File: config.mk
export PLATFORM = sky130hd
export DESIGN_NAME = clk_divider_prog_flat
export DESIGN_NICKNAME = d
export VERILOG_FILES = /design/src/rtl/clk_divider_prog_if.sv /design/src/rtl/clk_divider_prog.sv /design/src/flat_wrapper.sv
export SDC_FILE = /design/constraint.sdc
export NUM_CORES = 1
export LEC_CHECK = 0
export ABC_AREA = 1
export BUFFER_PORTS_ARGS = -buffer_cell sky130_fd_sc_hd__buf_2
export CORE_MARGIN = 1
export CORE_UTILIZATION = 44
export CTS_CLUSTER_DIAMETER = 30
export DETAILED_ROUTE_END_ITERATION = 6
export PLACE_DENSITY_LB_ADDON = 0.15
export SYNTH_ARGS = -nofsm -noshare
export SYNTH_HDL_FRONTEND = slang
export SYNTH_SLANG_ARGS = --single-unit
File: constraint.sdc
create_clock -name clk -period 6.1 [get_ports clk]
set_input_delay 0.305 -clock clk [delete_from_list [all_inputs] [get_ports clk]]
set_output_delay 0.305 -clock clk [all_outputs]
set_load 0.005 [all_outputs]
File: src/rtl/clk_divider_prog_if.sv
// rtl/clk_divider_prog_if.sv - control/status bundle for the programmable clock divider
interface clk_divider_prog_if #(
  parameter int WIDTH = 8
);
  logic             i_enable;
  logic [WIDTH-1:0] i_div;
  logic             i_div_load;
  logic [WIDTH-1:0] o_count;
  logic             o_count_end;
  logic             o_div_clk;
  logic [WIDTH-1:0] o_div_cur;
  logic             o_div_pend;
  logic             o_div_upd;
  logic             o_div_err;

  modport master (
    output i_enable, i_div, i_div_load,
    input  o_count, o_count_end, o_div_clk, o_div_cur, o_div_pend, o_div_upd, o_div_err
  );

  modport slave (
    input  i_enable, i_div, i_div_load,
    output o_count, o_count_end, o_div_clk, o_div_cur, o_div_pend, o_div_upd, o_div_err
  );
endinterface

File: src/rtl/clk_divider_prog.sv
// rtl/clk_divider_prog.sv - runtime-programmable 50%-duty integer clock divider
module clk_divider_prog #(
  parameter int WIDTH       = 8,
  parameter int DEFAULT_DIV = 5
) (
  input logic               clk,
  input logic               resetn,
  clk_divider_prog_if.slave ctl
);
  localparam logic [WIDTH-1:0] ONE       = WIDTH'(1);
  localparam logic [WIDTH-1:0] TWO       = WIDTH'(2);
  localparam logic [WIDTH-1:0] DEF_DIV   = WIDTH'(DEFAULT_DIV);
  localparam logic [WIDTH-1:0] DEF_COUNT = WIDTH'(DEFAULT_DIV - 1);

  logic [WIDTH-1:0] div_cur;
  logic [WIDTH-1:0] div_pend;
  logic [WIDTH-1:0] count;
  logic             pend;
  logic             pos_q;
  logic             neg_q;
  logic             upd_q;
  logic             err_q;

  logic             load_ok;
  logic             load_bad;
  logic             wrap;
  logic             boundary;
  logic [WIDTH-1:0] div_nxt;
  logic [WIDTH-1:0] count_nxt;
  logic [WIDTH:0]   hi_nxt;
  logic             pos_nxt;

  // Divisor selection happens before the counter decode so a boundary edge
  // already counts and decodes against the newly applied N.
  always_comb begin
    load_ok  = ctl.i_div_load && (ctl.i_div >= TWO);
    load_bad = ctl.i_div_load && (ctl.i_div < TWO);
    wrap     = ctl.i_enable && (count == div_cur - ONE);
    boundary = !ctl.i_enable || wrap;

    div_nxt = div_cur;
    if (boundary) begin
      if (load_ok) begin
        div_nxt = ctl.i_div;
      end else if (pend) begin
        div_nxt = div_pend;
      end
    end

    hi_nxt = ({1'b0, div_nxt} + (WIDTH+1)'(1)) >> 1;

    if (!ctl.i_enable) begin
      count_nxt = div_nxt - ONE;
    end else if (wrap) begin
      count_nxt = '0;
    end else begin
      count_nxt = count + ONE;
    end

    pos_nxt = ctl.i_enable && ({1'b0, count_nxt} < hi_nxt);
  end

  always_ff @(posedge clk) begin
    if (!resetn) begin
      div_cur  <= DEF_DIV;
      div_pend <= DEF_DIV;
      count    <= DEF_COUNT;
      pend     <= 1'b0;
      pos_q    <= 1'b0;
      upd_q    <= 1'b0;
      err_q    <= 1'b0;
    end else begin
      div_cur <= div_nxt;
      count   <= count_nxt;
      pos_q   <= pos_nxt;
      upd_q   <= boundary && (load_ok || pend);
      err_q   <= load_bad;
      if (boundary) begin
        pend <= 1'b0;
      end else if (load_ok) begin
        pend     <= 1'b1;
        div_pend <= ctl.i_div;
      end
    end
  end

  // Half-cycle delayed copy of the high phase; ANDed in for odd N to trim
  // half a clk off the rising edge.
  always_ff @(negedge clk) begin
    if (!resetn) begin
      neg_q <= 1'b0;
    end else begin
      neg_q <= pos_q;
    end
  end

  assign ctl.o_count     = count;
  assign ctl.o_count_end = ctl.i_enable && (count == div_cur - ONE);
  assign ctl.o_div_clk   = div_cur[0] ? (pos_q & neg_q) : pos_q;
  assign ctl.o_div_cur   = div_cur;
  assign ctl.o_div_pend  = pend;
  assign ctl.o_div_upd   = upd_q;
  assign ctl.o_div_err   = err_q;
endmodule

File: src/flat_wrapper.sv
// flat-port wrapper written by rule: the top's interface ports become plain ports
module clk_divider_prog_flat 
#(
  parameter int WIDTH       = 8,
  parameter int DEFAULT_DIV = 5
)
  (clk, resetn, ctl_i_enable, ctl_i_div, ctl_i_div_load, ctl_o_count, ctl_o_count_end, ctl_o_div_clk, ctl_o_div_cur, ctl_o_div_pend, ctl_o_div_upd, ctl_o_div_err);
  clk_divider_prog_if #(.WIDTH(WIDTH)) ctl_i ();
  input logic clk;
  input logic resetn;
  input wire logic [$bits(ctl_i.i_enable)-1:0] ctl_i_enable;
  input wire logic [$bits(ctl_i.i_div)-1:0] ctl_i_div;
  input wire logic [$bits(ctl_i.i_div_load)-1:0] ctl_i_div_load;
  output wire logic [$bits(ctl_i.o_count)-1:0] ctl_o_count;
  output wire logic [$bits(ctl_i.o_count_end)-1:0] ctl_o_count_end;
  output wire logic [$bits(ctl_i.o_div_clk)-1:0] ctl_o_div_clk;
  output wire logic [$bits(ctl_i.o_div_cur)-1:0] ctl_o_div_cur;
  output wire logic [$bits(ctl_i.o_div_pend)-1:0] ctl_o_div_pend;
  output wire logic [$bits(ctl_i.o_div_upd)-1:0] ctl_o_div_upd;
  output wire logic [$bits(ctl_i.o_div_err)-1:0] ctl_o_div_err;
  assign ctl_i.i_enable = ctl_i_enable;
  assign ctl_i.i_div = ctl_i_div;
  assign ctl_i.i_div_load = ctl_i_div_load;
  assign ctl_o_count = ctl_i.o_count;
  assign ctl_o_count_end = ctl_i.o_count_end;
  assign ctl_o_div_clk = ctl_i.o_div_clk;
  assign ctl_o_div_cur = ctl_i.o_div_cur;
  assign ctl_o_div_pend = ctl_i.o_div_pend;
  assign ctl_o_div_upd = ctl_i.o_div_upd;
  assign ctl_o_div_err = ctl_i.o_div_err;
  clk_divider_prog #(.WIDTH(WIDTH), .DEFAULT_DIV(DEFAULT_DIV)) u_core (.clk(clk), .resetn(resetn), .ctl(ctl_i));
endmodule
==> summary.md, run 1 <==
| Metric | Value |
|---|---|
| Status | finished, final reports clean |
| DR DRC count | 0 |
| Final Hold Viols | 0 |
| Syn Inst Count | 357 |
| Reg2Reg Depth | 24 |
| Clock Path Buffers | 2 |
| Fin Setup TNS | 0 ps |
| CP startpoint kind | flop |
| Post_cts resized | 0 |
| # IOs | 33 |
| Logic pwr share | 0.405 |
| Max-cap violations | 0 |
| Die height | 72.6 um |
| Peak supply drop | 0.100 mV |
| Later-pin clock latency in the skew report | 330 ps |
| HPWL after DPL | 4390 um |
| NetSw | 0.269 mW |
| Post-Syn Nets | 380 |
| Initial DRC count | 105 |
| CTS clk-pin slew, worst paths | 60 ps |
| Placed instance area | 2410 um^2 |
| Vias in the first global route | 2103 |
| Wire per inst | 12.3 um |
| Setup bufs post-CTS | 0 |
| Core Box Area | 4750 um^2 |
| Via density | 4.78 |
| Mapped cell area | 2190 um^2 |
| N_diodes | 0 |
| Post-DRT Antenna Nets | 0 |
| Number of hold buffers added after CTS | 0 |
| Final instance area | 2490 um^2 |
| H-tree levels | 2 |
| Synth Register Bits | 29 |
| First-pass GRT wire length | 9480 um |
| Clk root buf | clkbuf_8 |
| Die area | 5270 um^2 |
| Seq/Total Area, Yosys | 0.265 |
| Power density over the cells | 261 nW/um^2 |
| Initial Utilization | 0.462 |
| Slew Limit Headroom | 0.615 |
| Part of the power in registers | 0.352 |
| Die width | 72.6 um |
| CP Max Fanout | 1 |
| Largest net degree at the start of global routing | 20 |
| Share of post-route cells with drive strength above 1 | 0.174 |
| Bufs and invs on worst path | 1 |
| Setup Skew | 50.2 ps |
| GRT Util Overall | 0.236 |
| Hold depth | 3 |
| Worst Path Required | 5790 ps |
| Sink Count | 29 |
| Initial antenna violation count | 0 |
| Switching share of total power | 0.414 |
| Final setup fails | 0 |
| Number of port buffers | 32 |
| Leakage | 1.30 nW |
| CP arrival | 3950 ps |
| CP max stage cell | dfxtp_1 |
| Measured slew at the worst slew-check pin | 574 ps |
| Worst Hold Margin | 287 ps |
| CP top delay family | flip-flops |
| Ordered list of cells on the worst path | o21a_1 > buf_2 |
| # nets final | 413 |
| Clock Power Share | 0.242 |
| Cell depth of the worst setup path | 2 |
| Final wirelength | 5630 um |
| Num CTS Buffers | 5 |
| Setup CP Type | reg -> out |
| Area Overhead vs Synth | 13.5% |
| Slowest stage delay, CP | 290 ps |
| RSZ-0062 raised after global routing | false |
| Pint | 0.381 mW |
| Hold Crit Class | in -> reg |
| Yosys warns | 0 |
| Std cell rows | 25 |
| Avg Inst Size Synth | 6.15 um^2 |
| DRT Pass-1 Iters | 5 |
| Total global routing overflow | 0 |
| Slew Limit Fails | 0 |
| Gpl congestion | 0.877 |
| TritonCTS clock tree | built |
| DR vias | 2191 |
| CP endpoint kind | primary output |
| Library cells used by synthesis | 31 |
==> routing by layer <==
| metal | routed length (um) | global-route usage | vias up |
|---|---|---|---|
| met5 | 0 | 0 | - |
| met4 | 86 | 0.102 | 0 |
| met3 | 221 | 0.0359 | 6 |
| met2 | 2590 | 0.380 | 51 |
| met1 | 2730 | 0.314 | 951 |
| li1 | - | - | 1183 |
==> tightest hold or removal path, stage by stage <==
cell     delay (ps)
buf_2           120
nand2_1          60
nor2_1           40
==> metrics by stage <==
stage	setup slack, ps	util	power [mW]	cells
floorplan	2290	-	0.430	357
global placement	2190	0.506	0.493	450
detailed placement	2180	0.506	0.497	450
CTS	1840	0.524	0.651	458
global route	1820	0.524	0.704	458
finish	1840	0.524	0.650	458
==> layout by cell type, fill, tap and decap left out, drive strengths merged, types with 4 or more instances in the layout <==
cell / count
inv: 49
clkbuf: 6
o21ai: 15
dfxtp: 29
nand3: 30
ha: 11
nand4: 4
xnor2: 4
nand2: 130
buf: 32
xor2: 9
nor2: 44
a21oi: 14
==> logic make-up (layout without fill, tap and decap cells) <==
group	Yosys count	count (layout)	synth area share
AO/OA/AOI/OAI	36	36	0.0941
buffers and inverters	56	90	0.0998
flip-flops	29	29	0.265
AND/OR/NAND/NOR	212	212	0.427
XOR/XNOR	13	13	0.0519
adder cells (fa/ha/maj)	11	11	0.0627
==> cell type report <==
class                   count  area (um^2)
multi-input cells         272         1400
clock inverters             3         13.8
fillers                   526         2260
well taps                  67         83.8
repair buffers             32          160
inverters                  49          184
clock buffers               6         72.6
flip-flops and latches     29          581
==> synthesized netlist by cell type, drive strengths merged <==
cell    instances  area share
nor3            3      0.0068
nand2         130        0.24
o22ai           2      0.0057
a21oi          14       0.035
xnor2           4       0.016
clkinv          1      0.0017
or2             1      0.0029
o211ai          3       0.010
o21a            1      0.0034
dfxtp          29        0.26
a22oi           1      0.0034
xor2            9       0.036
clkbuf          4      0.0068
nor2           44       0.087
nand4           4       0.011
inv            49       0.084
buf             2      0.0074
nand3          30       0.076
ha             11       0.063
o21ai          15       0.036
==> worst paths after layout <==
path / startpoint / slack (ps) / to
hold reg to reg: u_core.div_pend[7]$_SDFFE_PN0P_ / 450 / u_core.div_pend[7]$_SDFFE_PN0P_
setup / recovery: u_core.neg_q$_SDFF_NN0_ / 1840 / ctl_o_div_clk
setup reg to reg: u_core.ctl.o_div_cur[1]$_SDFF_PN0_ / 2550 / u_core.pos_q$_SDFF_PN0_
hold / removal: ctl_i_div_load / 290 / u_core.ctl.o_div_err$_SDFF_PN0_
==> flip-flops by register name, indices dropped and copies added, names as in the netlist <==
signal / cells
u_core.div_pend: 8
u_core.ctl.o_div_pend: 1
u_core.ctl.o_div_cur: 8
u_core.ctl.o_count: 8
u_core.ctl.o_div_err: 1
u_core.neg_q: 1
u_core.ctl.o_div_upd: 1
u_core.pos_q: 1
==> power by group through the flow <==
stage / sequential, mW / combinational (mW) / clock, mW
2_1_floorplan: 0.230 / 0.198 / 0.00205
3_3_place_gp: 0.233 / 0.258 / 0.00205
3_5_place_dp: 0.233 / 0.262 / 0.00205
4_1_cts: 0.229 / 0.264 / 0.158
5_1_grt: 0.232 / 0.305 / 0.167
6_report: 0.229 / 0.263 / 0.158
Note: power is estimated with default switching activity, not from simulation.
==> run 2, diff against run 1 <==
Clock period 6.1 ns to 4.2 ns, I/O delays scaled along.
==> summary.md, run 2 (synthesis results as in run 1) <==
| Metric | Value |
|---|---|
| Hold Crit Class | in -> reg |
| Critical path's most frequent cell | nand2_1 |
| Die height | 72.6 um (unchanged) |
| Power density over the cells | 384 nW/um^2 (+47%) |
| Seq. cell area | 581 um^2 (unchanged) |
| Initial DRC count | 139 (+32%) |
| Dpl cells | 450 (unchanged) |
| CP arrival | 3670 ps (-280 ps) |
| Min-delay src | ctl_i_div_load |
| Vias in the first global route | 2032 (-3.4%) |
| Fill cell count | 503 (-4.4%) |
| N_diodes | 0 (unchanged) |
| CP top delay family | simple AND/OR/NAND/NOR gates |
| GRT Util Overall | 0.242 (+0.00570) |
| Num CTS Buffers | 5 (unchanged) |
| CP startpoint | u_core.ctl.o_div_cur[1]$_SDFF_PN0_ |
| Clk root buf | clkbuf_8 |
| Leakage | 1.31 nW (+0.58%) |
| Worst Path Required | 4410 ps (-1380 ps) |
| Std cell rows | 25 (unchanged) |
| Switching share of total power | 0.407 (-0.00674) |
| Clock Path Buffers | 2 (unchanged) |
| RSZ-0062 raised after global routing | false |
| DRT Pass-1 Iters | 5 (unchanged) |
| First-pass GRT wire length | 9560 um (+0.88%) |
| R2r startpoint | u_core.ctl.o_div_cur[1]$_SDFF_PN0_ |
| Final worst setup slack | 749 ps (-1090 ps) |
| Initial Utilization | 0.462 (unchanged) |
| Setup Skew | 57.1 ps (+6.94 ps) |
| DR DRC count | 0 (unchanged) |
| NetSw | 0.391 mW (+45%) |
| Wire per inst | 12.8 um (+3.9%) |
| Dpl ws | 834 ps (-1350 ps) |
| Post-DRT Antenna Nets | 0 (unchanged) |
| Logic pwr share | 0.401 (-0.004) |
| CP Max Fanout | 19 (+18) |
| R2R Setup Slk | 750 ps (-1800 ps) |
| Gpl congestion | 0.847 (-3.4%) |
| Via density | 4.95 (+3.5%) |
| Die width | 72.6 um (unchanged) |
| Pint | 0.570 mW (+49%) |
| HPWL after DPL | 4630 um (+5.4%) |
| Clock Power Share | 0.249 (+0.007) |
| CTS clk-pin slew, worst paths | 60 ps (about the same) |
| Share of post-route cells with drive strength above 1 | 0.174 (unchanged) |
| TritonCTS clock tree | built |
| Post-layout min period | 3450 ps |
| Final wirelength | 5850 um (+3.9%) |
| Final setup fails | 0 (unchanged) |
| Bufs and invs on worst path | 4 (+3) |
| Final Non-Filler Cells | 458 (unchanged) |
| DR vias | 2268 (+3.5%) |
| Number of port buffers | 32 (unchanged) |
| Status | finished, final reports clean |
| Commonest non-fill, non-tap cell in the layout | nand2_1 |
| Core Util, Final | 0.526 (+0.00184) |
| CP startpoint kind | flop |
| Measured slew at the worst slew-check pin | 622 ps (+48.8 ps) |
| Post_cts resized | 0 (unchanged) |
| Final Hold Viols | 0 (unchanged) |
| Number of hold buffers added after CTS | 0 (unchanged) |
| Most frequent cells in the layout | 120 x nand2_1, 44 x inv_1, 36 x nor2_1 |
| Tcrit/Tclk final | 0.822 |
| Later-pin clock latency in the skew report | 340 ps (about the same) |
| Slowest stage delay, CP | 430 ps (+140 ps) |
| Max-cap violations | 0 (unchanged) |
| Slew Limit Headroom | 0.582 (-0.0327) |
| Peak supply drop | 0.122 mV (+21%) |
| Die area | 5270 um^2 (unchanged) |
| # IOs | 33 (unchanged) |
| Total global routing overflow | 0 (unchanged) |
| Part of the power in registers | 0.349 (-0.003) |
| Area Overhead vs Synth | 13.9% |
| Core Box Area | 4750 um^2 (unchanged) |
| Slew Limit Fails | 0 (unchanged) |
| CP endpoint kind | flop |
| CP max stage cell | dfxtp_1 |
| Setup bufs post-CTS | 0 (unchanged) |
| Fin Setup TNS | 0 ps (unchanged) |
| Power Total | 0.961 mW (+48%) |
| Fmax | 0.290 GHz |
| Initial antenna violation count | 0 (unchanged) |
| Setup CP Type | reg -> reg |
| Sink Count | 29 (unchanged) |
| H-tree levels | 2 (unchanged) |
| Largest net degree at the start of global routing | 20 (unchanged) |
| # nets final | 413 (unchanged) |
| Area of the multi-input gates | 1400 um^2 (unchanged) |
-- run 2: cell types whose count changed in the layout (fill, tap and decap cells not counted), sizes merged --
cell / before / now
clkinv: 2 / 3
clkinvlp: 1 / 0
-- run 2: worst paths after layout --
kind,endpoint,cells past startpoint
worst min-delay path,u_core.ctl.o_div_err$_SDFF_PN0_,3
worst max-delay path,u_core.pos_q$_SDFF_PN0_,25
worst min register to register,u_core.div_pend[7]$_SDFFE_PN0P_,2
worst max register to register,u_core.pos_q$_SDFF_PN0_,25
-- run 2: area by class of cell --
type                            instances  area share
Sequential cell                        29       0.232
Inverter                               49      0.0736
Multi-Input combinational cell        272       0.558
Clock buffer                            6      0.0330
Clock inverter                          3     0.00501
Tap cell                               67      0.0336
Timing Repair Buffer                   32      0.0641
-- run 2: through the flow --
| step | hold WS, ps | instance area [um^2] |
|---|---|---|
| after detailed placement | 446 | 2410 |
| after floorplan | 338 | 2190 |
| after CTS | 177 | 2500 |
| final | 186 | 2500 |
| after global routing | 190 | 2500 |
| after global placement | 441 | 2410 |
-- run 2: worst register-to-register path, stage by stage (launching register included) --
cell	delay, ps
dfxtp_1	430
inv_1	90
ha_1	300
inv_1	40
nand2_1	50
nand2_1	40
nor2_1	90
nand3_1	90
a21oi_2	150
nand3_4	150
nand2_4	220
nand2_1	130
nand2_4	120
ha_1	200
inv_1	50
nor2_1	240
nand3_1	120
nand2_1	80
nand3_1	80
nand2_1	100
ha_1	230
nand2_1	90
inv_1	50
nand3_1	60
nand4_1	80
a21oi_1	120
-- run 2: layer usage --
layer / global-route usage / vias to the layer above / routed length, um
li1: - / 1176 / -
met1: 0.320 / 1023 / 2820
met2: 0.385 / 55 / 2600
met3: 0.0428 / 14 / 253
met4: 0.107 / 0 / 178
met5: 0 / - / 0
-- run 2: power by group through the flow --
stage / clock network, mW / logic (mW) / registers [mW]
6_report: 0.240 / 0.386 / 0.335
5_1_grt: 0.252 / 0.444 / 0.339
4_1_cts: 0.245 / 0.383 / 0.335
3_5_place_dp: 0.00298 / 0.381 / 0.341
3_3_place_gp: 0.00298 / 0.377 / 0.340
2_1_floorplan: 0.00298 / 0.287 / 0.334
